$ cat config.mk
export PLATFORM = sky130hd
export DESIGN_NAME = disp_value_ctrl
export DESIGN_NICKNAME = d
export VERILOG_FILES = /design/src/rtl/disp_pkg.sv /design/src/rtl/btn_debounce.sv /design/src/rtl/disp_value_ctrl.sv
export SDC_FILE = /design/constraint.sdc
export NUM_CORES = 1
export LEC_CHECK = 0
export BUFFER_PORTS_ARGS = -buffer_cell sky130_fd_sc_hd__buf_4
export CORE_ASPECT_RATIO = 1.2
export CORE_MARGIN = 2
export CORE_UTILIZATION = 40
export CTS_BUF_LIST = sky130_fd_sc_hd__clkbuf_8
export DETAILED_ROUTE_END_ITERATION = 16
export GPL_ROUTABILITY_DRIVEN = 0
export PLACE_DENSITY = 0.65
export SETUP_SLACK_MARGIN = 0.15
export SLEW_MARGIN = 40
export SYNTH_ARGS = -nofsm -noshare
export SYNTH_HDL_FRONTEND = slang
export SYNTH_SLANG_ARGS = --single-unit
$ cat constraint.sdc
create_clock -name clk -period 2.16 [get_ports clk]
set_clock_uncertainty 0.2 [all_clocks]
set_input_delay 0.432 -clock clk [delete_from_list [all_inputs] [get_ports clk]]
set_output_delay 0.432 -clock clk [all_outputs]
set_load 0.05 [all_outputs]
$ cat src/rtl/disp_pkg.sv
// Shared types and constants for the display-value controller and its button front end.
package disp_pkg;

   localparam int NUM_W = 8;

   typedef enum logic [2:0] {
      ACT_NONE,
      ACT_CLEAR,
      ACT_LOAD,
      ACT_UP,
      ACT_DOWN
   } action_t;

   typedef enum logic [1:0] {
      IDLE,
      HOLD,
      REPEAT
   } rep_state_t;

   // Bits needed to hold 0..n-1, never less than one.
   function automatic int clog2(input int n);
      int w;
      w = 1;
      while ((1 << w) < n) w++;
      return w;
   endfunction

endpackage

$ cat src/rtl/btn_debounce.sv
// Raw button front end: 2-FF synchroniser, debounced level and a one-cycle press pulse.
module btn_debounce
   import disp_pkg::*;
#(
   parameter int DB_CYCLES = 500000
) (
   input  logic clk,
   input  logic rst,
   input  logic btn,
   output logic level,
   output logic rise
);

   localparam int CNT_W = clog2(DB_CYCLES);
   localparam logic [CNT_W-1:0] CNT_LAST = CNT_W'(DB_CYCLES - 1);

   logic             sync1;
   logic             sync2;
   logic             vld1;
   logic             vld2;
   logic             armed;
   logic [CNT_W-1:0] cnt;

   // A button held through reset stays disarmed until the synchroniser has
   // carried a real sample and that sample reads released.
   always_ff @(posedge clk) begin
      if (rst) begin
         sync1 <= 1'b0;
         sync2 <= 1'b0;
         vld1  <= 1'b0;
         vld2  <= 1'b0;
         armed <= 1'b0;
         cnt   <= '0;
         level <= 1'b0;
         rise  <= 1'b0;
      end else begin
         sync1 <= btn;
         sync2 <= sync1;
         vld1  <= 1'b1;
         vld2  <= vld1;
         rise  <= 1'b0;
         if (vld2 && !sync2) armed <= 1'b1;
         if (sync2 == level) begin
            cnt <= '0;
         end else if (cnt == CNT_LAST) begin
            cnt   <= '0;
            level <= sync2;
            rise  <= sync2 & armed;
         end else begin
            cnt <= cnt + 1'b1;
         end
      end
   end

endmodule

$ cat src/rtl/disp_value_ctrl.sv
// Turns debounced up/down/load/clear buttons into a saturating display value
// with auto-repeat on held up/down, a sticky overflow flag and an update strobe.
module disp_value_ctrl
   import disp_pkg::*;
#(
   parameter int DB_CYCLES     = 500000,
   parameter int HOLD_CYCLES   = 50000000,
   parameter int REPEAT_CYCLES = 10000000,
   parameter int MAX_VAL       = 127
) (
   input  logic             clk,
   input  logic             rst,
   input  logic             btn_up,
   input  logic             btn_down,
   input  logic             btn_load,
   input  logic             btn_clear,
   input  logic [NUM_W-1:0] sw,
   output logic [NUM_W-1:0] num,
   output logic             ovf,
   output logic             upd,
   output rep_state_t       state
);

   localparam int TMR_MAX = (HOLD_CYCLES > REPEAT_CYCLES) ? HOLD_CYCLES : REPEAT_CYCLES;
   localparam int TMR_W   = clog2(TMR_MAX);
   localparam logic [TMR_W-1:0] HOLD_LAST = TMR_W'(HOLD_CYCLES - 1);
   localparam logic [TMR_W-1:0] REP_LAST  = TMR_W'(REPEAT_CYCLES - 1);
   localparam logic [NUM_W-1:0] MAX_N     = NUM_W'(MAX_VAL);
   localparam logic [NUM_W:0]   MAX_W     = (NUM_W + 1)'(MAX_VAL);

   logic lvl_up, lvl_down, lvl_load, lvl_clear;
   logic p_up, p_down, p_load, p_clear;
   logic unused_lvl;

   btn_debounce #(.DB_CYCLES(DB_CYCLES)) u_db_up (
      .clk(clk), .rst(rst), .btn(btn_up), .level(lvl_up), .rise(p_up));
   btn_debounce #(.DB_CYCLES(DB_CYCLES)) u_db_down (
      .clk(clk), .rst(rst), .btn(btn_down), .level(lvl_down), .rise(p_down));
   btn_debounce #(.DB_CYCLES(DB_CYCLES)) u_db_load (
      .clk(clk), .rst(rst), .btn(btn_load), .level(lvl_load), .rise(p_load));
   btn_debounce #(.DB_CYCLES(DB_CYCLES)) u_db_clear (
      .clk(clk), .rst(rst), .btn(btn_clear), .level(lvl_clear), .rise(p_clear));

   // Only the up/down levels steer auto-repeat.
   assign unused_lvl = lvl_load ^ lvl_clear;

   rep_state_t       state_nxt;
   logic             dir;        // 0 = up, 1 = down
   logic             dir_nxt;
   logic [TMR_W-1:0] timer;
   logic [TMR_W-1:0] timer_nxt;
   logic             tick;
   logic             ctrl;
   logic             press;
   logic             dir_lvl;
   action_t          act;
   logic [NUM_W-1:0] num_nxt;
   logic             ovf_nxt;
   logic [NUM_W:0]   num_w;
   logic [NUM_W:0]   sw_w;

   always_comb begin
      state_nxt = state;
      dir_nxt   = dir;
      timer_nxt = timer;
      tick      = 1'b0;
      ctrl      = p_clear | p_load;
      press     = p_up | p_down;
      dir_lvl   = dir ? lvl_down : lvl_up;
      case (state)
         IDLE: begin
            timer_nxt = '0;
            if (!ctrl && press) begin
               state_nxt = HOLD;
               dir_nxt   = ~p_up;
            end
         end
         default: begin
            // A fresh press (only possible in the other direction) re-arms.
            if (ctrl) begin
               state_nxt = IDLE;
               timer_nxt = '0;
            end else if (press) begin
               state_nxt = HOLD;
               dir_nxt   = ~p_up;
               timer_nxt = '0;
            end else if (!dir_lvl) begin
               state_nxt = IDLE;
               timer_nxt = '0;
            end else if (timer == ((state == HOLD) ? HOLD_LAST : REP_LAST)) begin
               tick      = 1'b1;
               state_nxt = REPEAT;
               timer_nxt = '0;
            end else begin
               timer_nxt = timer + 1'b1;
            end
         end
      endcase
   end

   always_comb begin
      act = ACT_NONE;
      if (p_clear)                   act = ACT_CLEAR;
      else if (p_load)               act = ACT_LOAD;
      else if (p_up || (tick && !dir)) act = ACT_UP;
      else if (p_down || (tick && dir)) act = ACT_DOWN;
   end

   always_comb begin
      num_nxt = num;
      ovf_nxt = ovf;
      num_w   = {1'b0, num};
      sw_w    = {1'b0, sw};
      case (act)
         ACT_CLEAR: begin
            num_nxt = '0;
            ovf_nxt = 1'b0;
         end
         ACT_LOAD: begin
            if (sw_w > MAX_W) begin
               num_nxt = MAX_N;
               ovf_nxt = 1'b1;
            end else begin
               num_nxt = sw;
               ovf_nxt = 1'b0;
            end
         end
         ACT_UP: begin
            if (num_w + 1'b1 > MAX_W) begin
               num_nxt = MAX_N;
               ovf_nxt = 1'b1;
            end else begin
               num_nxt = num + 1'b1;
            end
         end
         ACT_DOWN: begin
            if (num == '0) ovf_nxt = 1'b1;
            else           num_nxt = num - 1'b1;
         end
         default: ;
      endcase
   end

   always_ff @(posedge clk) begin
      if (rst) begin
         state <= IDLE;
         dir   <= 1'b0;
         timer <= '0;
         num   <= '0;
         ovf   <= 1'b0;
         upd   <= 1'b0;
      end else begin
         state <= state_nxt;
         dir   <= dir_nxt;
         timer <= timer_nxt;
         num   <= num_nxt;
         ovf   <= ovf_nxt;
         upd   <= (act != ACT_NONE);
      end
   end

endmodule

==> impl_metrics.yaml <==
status:
  violations: "setup timing"
  status: "finished, violations left"
synthesis:
  yosysTopAreaCell: "dfxtp_1"
  async_flop_share_pct: 0
  synth_edf_count: 0
  synth_common_cells: "149 x nor2_1, 137 x dfxtp_1, 63 x xor2_1, 48 x nand3_1, 45 x nand2_1"
  synth_top_area_share_pct: 44.0
  synth_area_um2: 6230
  synth.top_cells.by_area: "dfxtp_1 44%, nor2_1 9.0%, xor2_1 8.9%, xnor2_1 5.2%, nand3_1 3.9%"
  synth.most_common_cell: "nor2_1"
  synth-seq-area-share_pct: 44.0
  syn_inst: 730
  synth_ff_type: "dfxtp_1"
  synth_seq_cells: 137
  avgSynthCellArea_um2: 8.54
  synth_cell_type_count: 52
  synth.net_count: 753
  yosys_warnings: 0
worst_setup_path:
  worstSetupStartpointType: "flop"
  crit_required_ns: 2.30
  worst_ep_arrival_time_ns: 2.44
  path_max_fanout: 6
  path_class: "reg -> reg"
  worstSetupEndpointType: "flop"
routing:
  wl_um: 14300
  wl_met1_um: 6210
  drt_pass1_iterations: 7
  highest_layer: "met4"
  wl_per_cell_um: 13.4
  ant_nets: 0
  drt_iter0_markers: 265
  vias: 5430
  wl_met2_um: 7200
  drc: 0
  wl_met3_um: 444
  vias_per_cell: 5.09
clock_tree:
  cts_buffers: 17
  htree_num_levels: 4
  tritoncts: "done"
  clkLatencyLatePin_ns: 0.43
  root_buffer: "clkbuf_8"
  clk_pin_slew_ns: 0.08
  cts.sinks: 137
  clock_path_buffers: 2
  ctsHoldBuffers: 0
power:
  power_mw: 4.86
  p_leak_nw: 3.01
  ir_drop_v: 0.000376
  cellPowerDensity_nw_per_um2: 587
cells_and_area:
  nFillCells: 1365
  regArea_um2: 2770
  areaGrowthSynthToFinish_pct: 32.8
  antenna_cells: 0
  multi_input_area_um2: 3690
  fin_area_um2: 8280
  drive_above_1_share_pct: 26.8
  nNetsFinal: 869
timing:
  relSlewSlack_pct: 75.3
  worstMarginPinSlew_ns: 0.368
  setup_ws_ns: -0.147
  fin_crit_sh_pct: 107
  hold_viol_final: 0
  rsz0062_at_grt: "true"
  fmax_mhz: 433
  min_period_ns: 2.31
  slew_viol_final: 0
  final-setup-viol-count: 9
global_route:
  grt_usage_pct: 16.5
  overflow: 0
  grt_pass1_wl_um: 22900
  grt_antenna_before_repair: 0
  grt_start_max_net_pins: 31
  grt_pass1_vias: 5220
floorplan:
  num_io_pins: 26
  initial_utilization_pct: 40.3
  rows: 50
  die_height_um: 141
  die_x_um: 118
  dieArea_um2: 16600
  coreArea_um2: 15500
run:
  max_cap_viol_count: 0
placement:
  preCtsSetupSlack_ns: -0.170
  place_area_um2: 7230
  port_buffers: 25
  dp_hpwl_um: 9400
hold_path:
  hold_path.class: "in -> reg"
worst max-delay path: stages (launching register included):
cell and delay [ns]:
dfxtp_1 0.40, nand4bb_1 0.13, or3_4 0.36, a211o_1 0.33, o21a_1 0.23, a2111o_1 0.42, o32ai_1 0.16
registers in the layout (all words and copies together) (netlist names), 2 cells and up:
signal / count
u_db_down.cnt: 19
state: 2
u_db_up.cnt: 19
u_db_load.cnt: 19
u_db_clear.cnt: 19
num: 8
timer: 26
final timing paths:
kind,from,endpoint,slack [ns],cells past startpoint
worst max register to register,timer[17],num[3],-0.15,6
worst min-delay path,btn_down,u_db_down.sync1,0.02,2
worst min register to register,u_db_load.armed,u_db_load.rise,0.24,2
worst max-delay path,timer[17],num[3],-0.15,6
power breakdown:
part / internal, mW / total (mW) / switching (mW)
Combinational: 0.0375 / 0.0810 / 0.0435
Sequential: 2.53 / 2.54 / 0.0100
Clock: 1.26 / 2.23 / 0.969
Total: 3.84 / 4.86 / 1.02
placed cells by master, fill, tap and decap left out, types with 4 or more instances in the layout:
cell      synthesis  final
nor2_2            0      5
clkbuf_8          0     21
inv_1            28     28
ha_1              9      7
buf_4             0    103
o21ai_0           6      6
nand3_1          48     43
nor2_4            0     18
buf_12            0      4
nand2_1          45     42
nor3_1           15     12
clkinv_2          0      4
xor2_1           63     62
mux2i_1           5      5
and3_1           16     15
dfxtp_1         137    123
nand4_1          27     27
a21oi_1          17     16
nor2_1          149    126
nand2b_1          6      5
dfxtp_2           0      9
and4_1           15     13
and2_1            4      4
nor2b_1          10     10
a221oi_1          7      5
xnor2_1          37     36
nor4b_1           8      6
nor4_1           11      8
dfxtp_4           0      5
buf_6             1     10
what timing repair did:
item	CTS	global route
hold endpoints to repair	0	0
pin swaps	5	37
buffers inserted	6	11
gates cloned	0	4
endpoints found under the setup margin	36	90
resized for setup	18	83
routing by layer:
layer / vias up / track usage (%)
met5: - / 0
met4: 0 / 8.05
met3: 36 / 4.13
met2: 117 / 29.2
met1: 2539 / 18.5
li1: 2738 / -
final cells by class:
type | count | share of cell area (%)
Timing Repair Buffer | 120 | 12.3
Clock buffer | 21 | 3.49
Tap cell | 208 | 3.14
Clock inverter | 11 | 1.72
Multi-Input combinational cell | 542 | 44.6
Sequential cell | 137 | 33.5
Inverter | 28 | 1.27
kinds of logic (layout without fill, tap and decap cells):
family                   Yosys count  in the layout  share of synthesized area [%]
XOR/XNOR                         100            100                           14.0
buffers and inverters             51            180                           3.25
multiplexers                       5              5                          0.803
AO/OA/AOI/OAI                     58             58                           6.48
AND/OR/NAND/NOR                  370            370                           29.6
flip-flops                       137            137                           44.0
adder cells (fa/ha/maj)            9              9                           1.81
metrics by stage:
step                      utilization [%]  cells  setup TNS (ns)  hold WS, ns
after global routing                 53.6   1067           -1.89      0.00518
after detailed placement             46.8   1014           -1.19        0.226
after global placement               46.8   1014          -0.464        0.218
after CTS                            50.4   1052          -0.723     0.000161
final                                53.6   1067           -1.00       0.0186
after floorplan                         -    730           -2.96        0.213
Power figures use the tool's default switching activity.
